===== src/rtl/phy_pkg.sv =====
// Shared definitions for the phy lane receive path: alignment FSM state
// encoding and default COM symbol / sync depth.
package phy_pkg;

    typedef enum logic [1:0] {
        HUNT   = 2'd0,
        SYNC   = 2'd1,
        ACTIVE = 2'd2
    } sp_state_t;

    localparam logic [7:0] COM_8B         = 8'hBC;
    localparam int         SYNC_COUNT_DEF = 4;

endpackage


===== src/rtl/phy_align_fsm.sv =====
// Word-alignment FSM for the serial deserializer: hunts for COM at any bit
// offset, confirms SYNC_COUNT aligned COM words, then tracks word boundaries.
module phy_align_fsm
    import phy_pkg::*;
#(
    parameter int WIDTH      = 8,
    parameter int SYNC_COUNT = SYNC_COUNT_DEF
) (
    input  logic      clk_32f,
    input  logic      reset,
    input  logic      com_match,
    output logic      word_done,
    output sp_state_t state
);

    localparam int BCW = (WIDTH > 1) ? $clog2(WIDTH) : 1;
    localparam int SCW = $clog2(SYNC_COUNT + 1);

    localparam logic [BCW-1:0] BIT_LAST   = BCW'(WIDTH - 1);
    localparam logic [SCW-1:0] SYNC_LAST  = SCW'(SYNC_COUNT - 1);
    localparam sp_state_t      LOCK_STATE = (SYNC_COUNT == 1) ? ACTIVE : SYNC;

    sp_state_t      state_n;
    logic [BCW-1:0] bit_cnt, bit_cnt_n;
    logic [SCW-1:0] sync_cnt, sync_cnt_n;

    // A word completes only on the last bit of an aligned word; HUNT has no boundary.
    assign word_done = (state != HUNT) && (bit_cnt == BIT_LAST);

    // NOTE: sequential state uses non-blocking assignments so every register
    // samples the pre-edge values, independent of statement order.
    always_ff @(posedge clk_32f or posedge reset) begin
        if (reset) begin
            state    <= HUNT;
            bit_cnt  <= '0;
            sync_cnt <= '0;
        end else begin
            state    <= state_n;
            bit_cnt  <= bit_cnt_n;
            sync_cnt <= sync_cnt_n;
        end
    end

    // NOTE: every next-state variable is given a default first so no path
    // through the case leaves it unassigned, which would infer a latch.
    always_comb begin
        state_n    = state;
        bit_cnt_n  = bit_cnt;
        sync_cnt_n = sync_cnt;

        unique case (state)
            HUNT: begin
                if (com_match) begin
                    bit_cnt_n  = '0;
                    sync_cnt_n = SCW'(1);
                    state_n    = LOCK_STATE;
                end
            end

            SYNC: begin
                bit_cnt_n = word_done ? '0 : bit_cnt + 1'b1;
                if (word_done) begin
                    if (com_match) begin
                        sync_cnt_n = sync_cnt + 1'b1;
                        if (sync_cnt == SYNC_LAST) begin
                            state_n = ACTIVE;
                        end
                    end else begin
                        // Back to hunting on the next edge; the shift register keeps its bits.
                        state_n    = HUNT;
                        sync_cnt_n = '0;
                        bit_cnt_n  = '0;
                    end
                end
            end

            ACTIVE: begin
                bit_cnt_n = word_done ? '0 : bit_cnt + 1'b1;
            end

            default: begin
                state_n    = HUNT;
                bit_cnt_n  = '0;
                sync_cnt_n = '0;
            end
        endcase
    end

endmodule


===== src/rtl/serial_paralelo_sync.sv =====
// Receive-side serial-to-parallel stage with COM hunting and word alignment.
// Optional word counter enabled by defining SP_WORD_CNT_EN.
module serial_paralelo_sync
    import phy_pkg::*;
#(
    parameter int               WIDTH      = 8,
    parameter logic [WIDTH-1:0] COM        = WIDTH'(COM_8B),
    parameter int               SYNC_COUNT = SYNC_COUNT_DEF
) (
    input  logic             clk_32f,
    input  logic             reset,
    input  logic             data_in,
    output logic [WIDTH-1:0] data_out,
    output logic             valid_out,
    output logic             word_strobe,
    output logic             active
`ifdef SP_WORD_CNT_EN
    ,
    output logic [15:0]      word_count
`endif
);

    // Only the WIDTH-1 older bits need storing; the newest bit is data_in itself.
    logic [WIDTH-2:0] sr;
    logic [WIDTH-1:0] w;
    logic             com_match;
    logic             word_done;
    sp_state_t        state;

    assign w         = {sr, data_in};
    assign com_match = (w == COM);
    assign active    = (state == ACTIVE);

    phy_align_fsm #(
        .WIDTH      (WIDTH),
        .SYNC_COUNT (SYNC_COUNT)
    ) u_align_fsm (
        .clk_32f   (clk_32f),
        .reset     (reset),
        .com_match (com_match),
        .word_done (word_done),
        .state     (state)
    );

    always_ff @(posedge clk_32f or posedge reset) begin
        if (reset) begin
            sr          <= '0;
            data_out    <= '0;
            valid_out   <= 1'b0;
            word_strobe <= 1'b0;
        end else begin
            sr          <= w[WIDTH-2:0];
            word_strobe <= word_done;
            if (word_done && state == ACTIVE) begin
                if (com_match) begin
                    valid_out <= 1'b0;
                end else begin
                    valid_out <= 1'b1;
                    data_out  <= w;
                end
            end
        end
    end

`ifdef SP_WORD_CNT_EN
    always_ff @(posedge clk_32f or posedge reset) begin
        if (reset) begin
            word_count <= '0;
        end else if (word_done && state == ACTIVE && !com_match &&
                     word_count != 16'hFFFF) begin
            word_count <= word_count + 16'd1;
        end
    end
`endif

endmodule


===== config.mk =====
export PLATFORM = sky130hd
export DESIGN_NAME = serial_paralelo_sync
export DESIGN_NICKNAME = d
export VERILOG_FILES = /design/src/rtl/phy_pkg.sv /design/src/rtl/phy_align_fsm.sv /design/src/rtl/serial_paralelo_sync.sv
export SDC_FILE = /design/constraint.sdc
export NUM_CORES = 1
export LEC_CHECK = 0
export ABC_AREA = 1
export CAP_MARGIN = 40
export CORE_UTILIZATION = 35
export CTS_CLUSTER_SIZE = 40
export DETAILED_ROUTE_END_ITERATION = 16
export GPL_ROUTABILITY_DRIVEN = 1
export HOLD_SLACK_MARGIN = 0.15
export PLACE_DENSITY_LB_ADDON = 0.15
export SLEW_MARGIN = 20
export SYNTH_ARGS = -nofsm -noshare
export SYNTH_HDL_FRONTEND = slang
export SYNTH_HIERARCHICAL = 1
export SYNTH_SLANG_ARGS = --single-unit

===== constraint.sdc =====
create_clock -name clk_32f -period 2.4 [get_ports clk_32f]
set_input_delay 0.48 -clock clk_32f [delete_from_list [all_inputs] [get_ports clk_32f]]
set_output_delay 0.48 -clock clk_32f [all_outputs]
set_load 0.01 [all_outputs]

# Yosys cells after proc, flatten, opt, wreduce, memory -nomap -nowiden
# Index checks and enable logic that the tools add are counted.
dict set report totals {
  reg_bits 25
  input_bits 3
  out_inout_bits 11
  elab_cells 41
}
dict set report classes {
  addsub 2
  eq_ne 8
  muxes 15
  n_bitwise 2
  reduce_logical 7
}
# operator n
set op_table {}
lappend op_table {{$mux W3} 7}
lappend op_table {{$pmux W3 S3} 2}
lappend op_table {{$eq A8 B8 Y1 const B} 1}
lappend op_table {{$mux W2} 4}
lappend op_table {{$add A3 B1 Y3 const B} 2}
lappend op_table {{$pmux W2 S3} 1}
lappend op_table {{$reduce_and A4 Y1} 1}
lappend op_table {{$eq A3 B2 Y1 const B} 1}
lappend op_table {{$eq A3 B3 Y1 const B} 1}
lappend op_table {{$ne A3 B2 Y1 const B} 1}
lappend op_table {{$reduce_and A3 Y1} 1}
lappend op_table {{$eq A2 B1 Y1 const B} 1}
lappend op_table {{$eq A2 B2 Y1 const B} 1}
lappend op_table {{$logic_and A1 B1 Y1} 2}
lappend op_table {{$logic_not A2 Y1} 1}
lappend op_table {{$ne A2 B1 Y1 const B} 1}
lappend op_table {{$ne A2 B2 Y1 const B} 1}
lappend op_table {{$not A1 Y1} 2}
lappend op_table {{$reduce_and A2 Y1} 1}
lappend op_table {{$reduce_bool A2 Y1} 1}
lappend op_table {{$mux W1} 1}

# Logic depth before layout (Yosys ltp)
# Gate-level depths: netlist of run 1.
dict set report logic_depth {
  depth_word 6
  depth_mapped 8
  ltp_nobuf 8
}

# By module
# Netlist of run 1, hierarchy kept.
# module instances cells_per_inst area_each_um2 seq_area_each_um2
set modules_own_cells {}
lappend modules_own_cells {serial_paralelo_sync 1 59 619.3 425.4}
lappend modules_own_cells {phy_align_fsm 1 64 515.5 200.2}

# Worst setup path before layout of run 1
# No wires, ideal clock.
dict set report synth_path {
  path_kind {input-to-reg}
  startpoint {input data_in}
  endpoint {register u_align_fsm.state[0]}
  setup_time_ps 117
  t_arrival_ps 1583
  required_ps 2283
  path_slack_ps 700
  stages 8
  path_buffers 0
  cell_sequence {inv_1 nand2_1 nor4_1 inv_2 a21oi_4 nand3_1 nand2_1 nand2_1}
}
dict set report synth_via {
  elab_chain_len 4
  elab_cells_between_ends 7
  cone_classes {eq/ne: 3; mux: 3; reduce/logical: 1}
}
# item line_no
set synth_lines {}
lappend synth_lines {{start, declared} serial_paralelo_sync.sv:12} ;# input logic data_in,
lappend synth_lines {{$eq A8 B8 Y1 *} serial_paralelo_sync.sv:31} ;# assign com_match = (w == COM);
lappend synth_lines {{net com_match} serial_paralelo_sync.sv:26} ;# logic com_match;
lappend synth_lines {{$mux W2} phy_align_fsm.sv:63} ;# if (com_match) begin
lappend synth_lines {{$mux W2} phy_align_fsm.sv:62} ;# if (word_done) begin
lappend synth_lines {{$pmux W2 S3} phy_align_fsm.sv:51} ;# unique case (state)
lappend synth_lines {{end signal, assigned} phy_align_fsm.sv:38} ;# state <= state_n;
lappend synth_lines {{end, declared} phy_align_fsm.sv:13} ;# output sp_state_t state
# The timed path passes the listed nets; every way through them passes the cells marked *. The select of a mux whose other input is x is not followed.
# A chain may end at the register's enable or synchronous reset.

# Final worst setup path of run 1
dict set report layout_path {
  startpoint {register u_align_fsm.state[0]}
  endpoint {output active}
}
dict set report layout_via {
  elab_chain_len 1
}
# item line_no
set layout_lines {}
lappend layout_lines {{$eq A2 B2 Y1} serial_paralelo_sync.sv:32} ;# assign active = (state == ACTIVE);
lappend layout_lines {{end, declared} serial_paralelo_sync.sv:16} ;# output logic active
# Every way passes these cells.

==> results, run 1 <==
- The max-slew violation count is 0.
- Counting every sink on the clock net gives 25.
- The share of total power dissipated in combinational logic is 0.257.
- The startpoint of the worst-slack reg-to-reg timing path is u_align_fsm/state[0]$_DFFE_PP0P_.
- The antenna violation net count after detailed routing is 0.
- The global placer's final weighted congestion is roughly 0.83.
- The worst min-delay path endpoint is sr[2]$_DFF_PP0_.
- The signed area change from the synthesized netlist to the final layout is 20.0%.
- STA classifies the critical path endpoint as an output pin.
- The startpoint-to-endpoint class of the critical path is register to output pin.
- The first routing iteration left 28 violations.
- The maximum clock insertion buffer count is 2.
- The setup slack on the worst flop-to-flop path is 0.48 ns.
- After clock tree synthesis, the clock-pin slew on the worst setup and hold paths is 0.12 ns.
- The number of placed instances, taps included, is 182.
- The arrival time reported for the critical path endpoint is 1.46 ns.
- Before antenna repair, the detailed router went through 4 iterations.
- The total of max-cap violations is 0.
- The count of hold buffers inserted by post-cts repair is 0.
- Global routing finished with a remaining overflow of 0.
- The overall power consumption is 0.897 mW.
- The clock latency on the worst-skew pair is 0.30 ns.
- The number of synthesized register bits is 25.
- The number of top-level pins is 14.
- After clock tree synthesis, the repair step resized 0 gates.
- The setup TNS is 0 ns.
- The maximum operating frequency is 516 MHz.
- The count of antenna diodes in the layout is 0.
- Wires add up to 1.92 mm.
- Setup repair after global routing left no endpoint under its margin.
- The detailed-route vias per instance is 4.37.
- The kind of path behind the tightest hold check is register to register.
- The clock arrives with between 0.002 and 0.0025 ns of skew.
- STA classifies the critical path startpoint as a register.
- The internal power summed over all cells is approximately 0.60 mW.
- The final clock period utilization by the worst path is 0.808.
- The count of final hold-check violations is 0.
- Yosys printed 6 warnings.
- The starting density of the core is 0.372.
- Detailed placement finished with a half-perimeter wire length of about 1.5 mm.
- The sequential cell area fraction in the yosys report is 0.551.
- The transition at the pin with the smallest max-transition slack is 0.620 ns.
- The cell row count is 20.
- Entering global routing, the biggest net connects 18 pins.
- The number of nets in the finished design is 153.
- The number of global-route vias before repair is 802.
- The average wire per cell in the routed design is 10.3 um.
- Along the worst path, the maximum fanout reaches 5.
- The finished layout holds 186 standard cells, fillers aside.
- Power spread over the standard cell area amounts to about 660 nW/um2.
- The total area inside the core boundary comes to 3050 um2.
- The total setup buffers inserted after CTS is 0.
- TritonCTS created 3 clock buffers.
- The synthesized area per cell is 9.23 um2.
- The overall die area is 3470 um2.
- The instance count of the mapped netlist is 123.
- The capture point of the worst reg-to-reg path is data_out[4]$_DFFE_PP0P_.
- The count of cell types in the netlist is 18.
- The switching fraction of total power is 0.332.
- The net load switching power is ~0.3 mW.
- The part of the power in the clock network is 0.200.
- The horizontal die dimension is approximately 59 um.
- The final period demand of the worst path is a little under 2 ns.
- The fill cell instance count of the final layout is 348.
- The flow ran to the end, and the final reports show no timing, DRC or antenna violations.
- The first global-routing pass estimated approximately 3.4 mm of wire.
- After detailed routing, the number of remaining DRC violations is 0.
- The headroom to the max-slew limit is 0.586.
- The post-synthesis cell area is 1130 um2.
- When the netlist entered floorplanning its net count stood at ~130.
- The startpoint identified for the worst hold timing path is sr[1]$_DFF_PP0_.
- The total global routing track utilization is 0.133.
- The count of buffers added on input and output ports is 13.
- The share of total power in sequential cells is 0.543.
- Data on the critical path is required at its endpoint by 1.92 ns.
- For this design the static power due to leakage is 0.693 nW.
- The total number of H-tree levels is 1.
- The cell chosen for the clock root is clkbuf_4.
- The clock tree from TritonCTS is done.
- Counting instances, the worst hold path has a depth of 0.
- Detailed routing inserted a total of 813 vias.
- The final number of setup-violating endpoints is 0.
- The share of final-layout standard cells stronger than drive strength 1 is 0.0986.
- The maximum ir drop on the vdd rail is approximately 0.27 mV.
- Counting cells, the worst reg-to-reg path comes to 7.
- The initial antenna violation count was 0.
- The overall die height is 58.9 um.
## sequential cells by signal, summed over array words and instances, names as in the netlist
register and flops:
data_out 8, u_align_fsm/state 2, valid_out 1, sr 7, word_strobe 1, u_align_fsm/sync_cnt 3, u_align_fsm/bit_cnt 3
## worst max-delay path by stage
stage                     depth (start not counted)  slack, ns                        startpoint                                to
after floorplan                                   8       0.70                           data_in  u_align_fsm/state[0]$_DFFE_PP0P_
after global placement                           10       0.39                           data_in  u_align_fsm/state[1]$_DFFE_PP0P_
after detailed placement                         10       0.35                           data_in  u_align_fsm/state[0]$_DFFE_PP0P_
after CTS                                         2       0.43  u_align_fsm/state[0]$_DFFE_PP0P_                            active
after global routing                              7       0.29  u_align_fsm/state[0]$_DFFE_PP0P_           data_out[0]$_DFFE_PP0P_
final                                             2       0.46  u_align_fsm/state[0]$_DFFE_PP0P_                            active
## power groups by stage
stage	Sequential, mW	Clock [mW]	Combinational, mW
6_report	0.488	0.179	0.230
5_1_grt	0.494	0.207	0.265
4_1_cts	0.487	0.190	0.234
3_5_place_dp	0.495	0	0.232
3_3_place_gp	0.493	0	0.226
2_1_floorplan	0.487	0	0.191
## cell usage after synthesis
| cell type | number | area share |
|---|---|---|
| a21oi_4 | 1 | 0.014 |
| o21ai_1 | 3 | 0.013 |
| ha_1 | 7 | 0.077 |
| nor4_1 | 1 | 0.0055 |
| o21ai_0 | 2 | 0.0088 |
| nand2_1 | 38 | 0.13 |
| nand2_4 | 2 | 0.020 |
| nor3_1 | 1 | 0.0044 |
| or2_1 | 1 | 0.0055 |
| nor2_2 | 1 | 0.0055 |
| nor2_1 | 9 | 0.030 |
| nand3_1 | 12 | 0.053 |
| nand4_1 | 2 | 0.011 |
| nor3b_4 | 1 | 0.017 |
| inv_1 | 13 | 0.043 |
| dfrtp_1 | 25 | 0.55 |
| nand2_2 | 1 | 0.0055 |
| inv_2 | 3 | 0.0099 |
## worst max-delay path, cell delays in order (launching register included)
cell and delay (ns):
dfrtp_1 0.48, nor2_1 0.14, clkdlybuf4s50_1 0.54
## logic make-up (layout without fill, tap and decap cells)
logic type | Yosys count | after routing | synth area share
and+or+nand+nor | 69 | 69 | 0.282
adders and majority gates | 7 | 7 | 0.0772
DFF | 25 | 25 | 0.551
AOI/OAI and AO/OA | 6 | 6 | 0.0364
buffers and inverters | 16 | 35 | 0.0529
## through the flow
stage	cell area, um2	util	setup slack [ns]	hold WS [ns]
CTS	1360	0.446	0.434	0.420
finish	1360	0.446	0.461	0.420
floorplan	1130	-	0.700	0.296
detailed placement	1340	0.437	0.354	0.390
global route	1360	0.446	0.286	0.438
global placement	1340	0.437	0.392	0.387
## per-layer routing
metal / part of all wire / track usage
met5: 0 / 0
met4: 0.0099 / 0.0612
met3: 0.023 / 0.0264
met2: 0.47 / 0.224
met1: 0.49 / 0.164
## cell type report
class / count / area, um2 / share of cell area
flip-flops and latches: 25 / 626 / 0.460
multi-input cells: 82 / 449 / 0.330
repair buffers: 15 / 145 / 0.107
inverters: 16 / 60.1 / 0.0441
well taps: 44 / 55.1 / 0.0404
clock buffers: 4 / 26.3 / 0.0193
## cells in the final DEF, fill, tap and decap left out, types with 2 or more instances in the layout
master,instances
nand2_1,38
dfrtp_1,25
inv_1,13
clkdlybuf4s50_1,13
nand3_1,12
nor2_1,9
ha_1,7
inv_2,3
clkbuf_4,3
o21ai_1,3
nand2_4,2
o21ai_0,2
buf_4,2
nand4_1,2
(Power assumes the default switching activity.)
==> inputs of run 2 (changes only) <==
Clock period 2.4 ns to 1.6 ns, I/O delays scaled along.
==> results, run 2 (synthesis gave the netlist of run 1 again) <==
- The flow ran to the end, and the final reports show no timing, DRC or antenna violations.
- Of the total power, combinational logic draws 0.309.
- The finished cells cover 1520 um2.
- The number of port buffers is 13.
- For this run, the total global-route usage over all layers was measured as 0.134.
- The maximum operating frequency is 643 MHz.
- In this run the critical register-to-register path is captured at data_out[5]$_DFFE_PP0P_.
- Of the total power, the clock network draws 0.189.
- Counting along the longest clock path gives a buffer depth of 2.
- In the layout the commonest cells are nand2_1 (37), dfrtp_1 (25), inv_1 (13), buf_4 (13), nand3_1 (12).
- Of the cells placed in the final design, the portion with a size suffix greater than 1 is 0.223.
- The total core area is ~3100 um2.
- The first detailed-routing pass took 4 iterations.
- The wire length of the first global-routing pass is between 3 and 4 mm.
- The highest net fanout along the worst path is 4.
- The overall die area is 3470 um2.
- The final period demand of the worst path is 1.56 ns.
- STA classifies the critical path startpoint as an input pin.
- Counting cells, the worst reg-to-reg path comes to 9.
- The startpoint of the worst-slack reg-to-reg timing path is u_align_fsm/bit_cnt[0]$_DFFE_PP0N_.
- The worst register-to-register path has a setup slack of 0.06 ns.
- The transition at the pin with the smallest max-transition slack is 0.321 ns.
- The max-slew violation count is 0.
- The signed area change from the synthesized netlist to the final layout is 33.8%.
- The largest register by flop count is data_out.
- The placed wire-length estimate is 1.50 mm.
- The net load switching power is between 0.4 and 0.5 mW.
- After global routing the overflow that remains totals 0.
- The number of nets in the finished design is 168.
- The switching fraction of total power is 0.326.
- The largest registers in the layout are data_out (8), sr (7).
- The starting density of the core is 0.372.
- The clock tree from TritonCTS is done.
- The cell row count is 20.
- The number of top-level pins is 14.
- The headroom to the max-slew limit is 0.786.
- Counting every sink on the clock net gives 25.
- For this design the ratio of total power to cell area is 935 nW/um2.
- Measured along the y axis, the die boundary spans between 50 and 60 um.
- In this run the number of H-tree levels came out at 1.
- Dividing the final minimum period by the clock period gives 0.972.
- The routed layout has 887 vias.
- In the routed design, unresolved DRC markers number 0.
- The number of global-route vias before repair was 858.
- The detail route stage leaves a number of antenna-violating nets equal to 0.
- Data arrives at the worst endpoint at between 1.5 and 2 ns.
- In this run the worst setup path begins at data_in.
- The register with the most flip-flops in the layout has 8 of them.
- The share of total power in sequential cells is 0.502.
- Routability-driven placement finished with a final weighted congestion of about 0.86.
- STA classifies the critical path endpoint as a register.
- The wire length reported by the detailed router is 2.09 mm.
- Once layout is complete, the utilization of the core stands at 0.498.
- In the final routed layout, each cell accounts on average for 10.4 um.
- The worst-case clock skew is ~0.0087 ns.
- In this run, CTS created clock tree buffers numbering 3.
- The clock edge transition at the registers on the reported setup and hold paths is 0.13 ns.
- For this block, the initial DRC count from the detailed router was 31.
- The startpoint-to-endpoint class of the critical path is input pin to register.
- The count of hold buffers inserted by post-cts repair is 0.
- The static leakage is 0.821 nW.
- Overall power consumption after layout is estimated at 1.42 mW.
- The count of final hold-check violations is 0.
- The maximum ir drop on the vdd rail is 0.411 mV.
- The final number of setup-violating endpoints is 0.
- The internal power summed over all cells is between 0.9 and 1 mW.
- The die is 58.9 um wide.
- For the worst setup path, the data required time is between 1.5 and 2 ns.
- After detailed placement, the total cell area comes to 1410 um2.
- The count of antenna diodes in the layout is 0.
- The detailed-route vias per instance is 4.41.
- CTS placed an instance of clkbuf_4 at the clock tree root.
- The most frequent standard cell in the layout excluding fill and tap cells is nand2_1.
- For the worst-skew pair, the clock arrives at the later sink with an insertion delay of 0.30 ns.
- Entering global routing, the biggest net connects 18 pins.
- The min-delay analysis places its worst path in the category input pin to async pin.
- The initial antenna violation count came to 0.
- The tool flagged a number of max-cap violations equal to 0.
==> run 2: how the worst max path moves through the flow <==
stage | to | slack [ns]
finish | u_align_fsm/state[0]$_DFFE_PP0P_ | 0.04
floorplan | u_align_fsm/state[0]$_DFFE_PP0P_ | 0.003
global route | u_align_fsm/state[1]$_DFFE_PP0P_ | -0.05
CTS | data_out[0]$_DFFE_PP0P_ | 0.04
detailed placement | u_align_fsm/state[0]$_DFFE_PP0P_ | -0.23
global placement | u_align_fsm/state[1]$_DFFE_PP0P_ | -0.20
==> run 2: layout make-up <==
cell class              instances  area (um2)
clock buffers                   4        26.3
fillers                       320        1530
inverters                      16        60.1
multi-input cells              83         484
flip-flops and latches         25         626
well taps                      44        55.1
repair buffers                 29         268
==> run 2: timing repair <==
item,CTS,global route
cloned,0,1
setup endpoints to repair,1,13
buffers inserted,2,3
resized for setup,1,11
pin swaps,0,5
==> run 2: critical path: stages <==
cell,delay [ns]
clkdlybuf4s50_1,0.42
inv_1,0.06
nand2_1,0.08
nor4_2,0.26
buf_4,0.17
inv_2,0.04
a21oi_4,0.17
nand3_1,0.12
nand2_1,0.08
nand2_1,0.05
==> run 2: metal layers <==
layer | part of all wire | wire (um) | track usage
met5 | 0 | 0 | 0
met4 | 0.0091 | 19 | 0.0714
met3 | 0.033 | 70 | 0.0264
met2 | 0.53 | 1100 | 0.226
met1 | 0.43 | 899 | 0.160
==> run 2: power by group through the flow <==
stage	registers, mW	clock network [mW]	logic (mW)
floorplan	0.730	0	0.294
global placement	0.729	0	0.392
detailed placement	0.729	0	0.399
CTS	0.713	0.286	0.425
global route	0.720	0.313	0.490
finish	0.713	0.268	0.439
==> run 2: stage by stage <==
| step | TNS (ns) | cells | hold slack [ns] | setup WS (ns) |
|---|---|---|---|---|
| after global placement | -1.43 | 191 | 0.382 | -0.205 |
| after floorplan | 0 | 123 | 0.136 | 0.00290 |
| final | 0 | 201 | 0.280 | 0.0445 |
| after global routing | -0.163 | 201 | 0.302 | -0.0509 |
| after CTS | 0 | 197 | 0.285 | 0.0429 |
| after detailed placement | -1.57 | 191 | 0.385 | -0.235 |
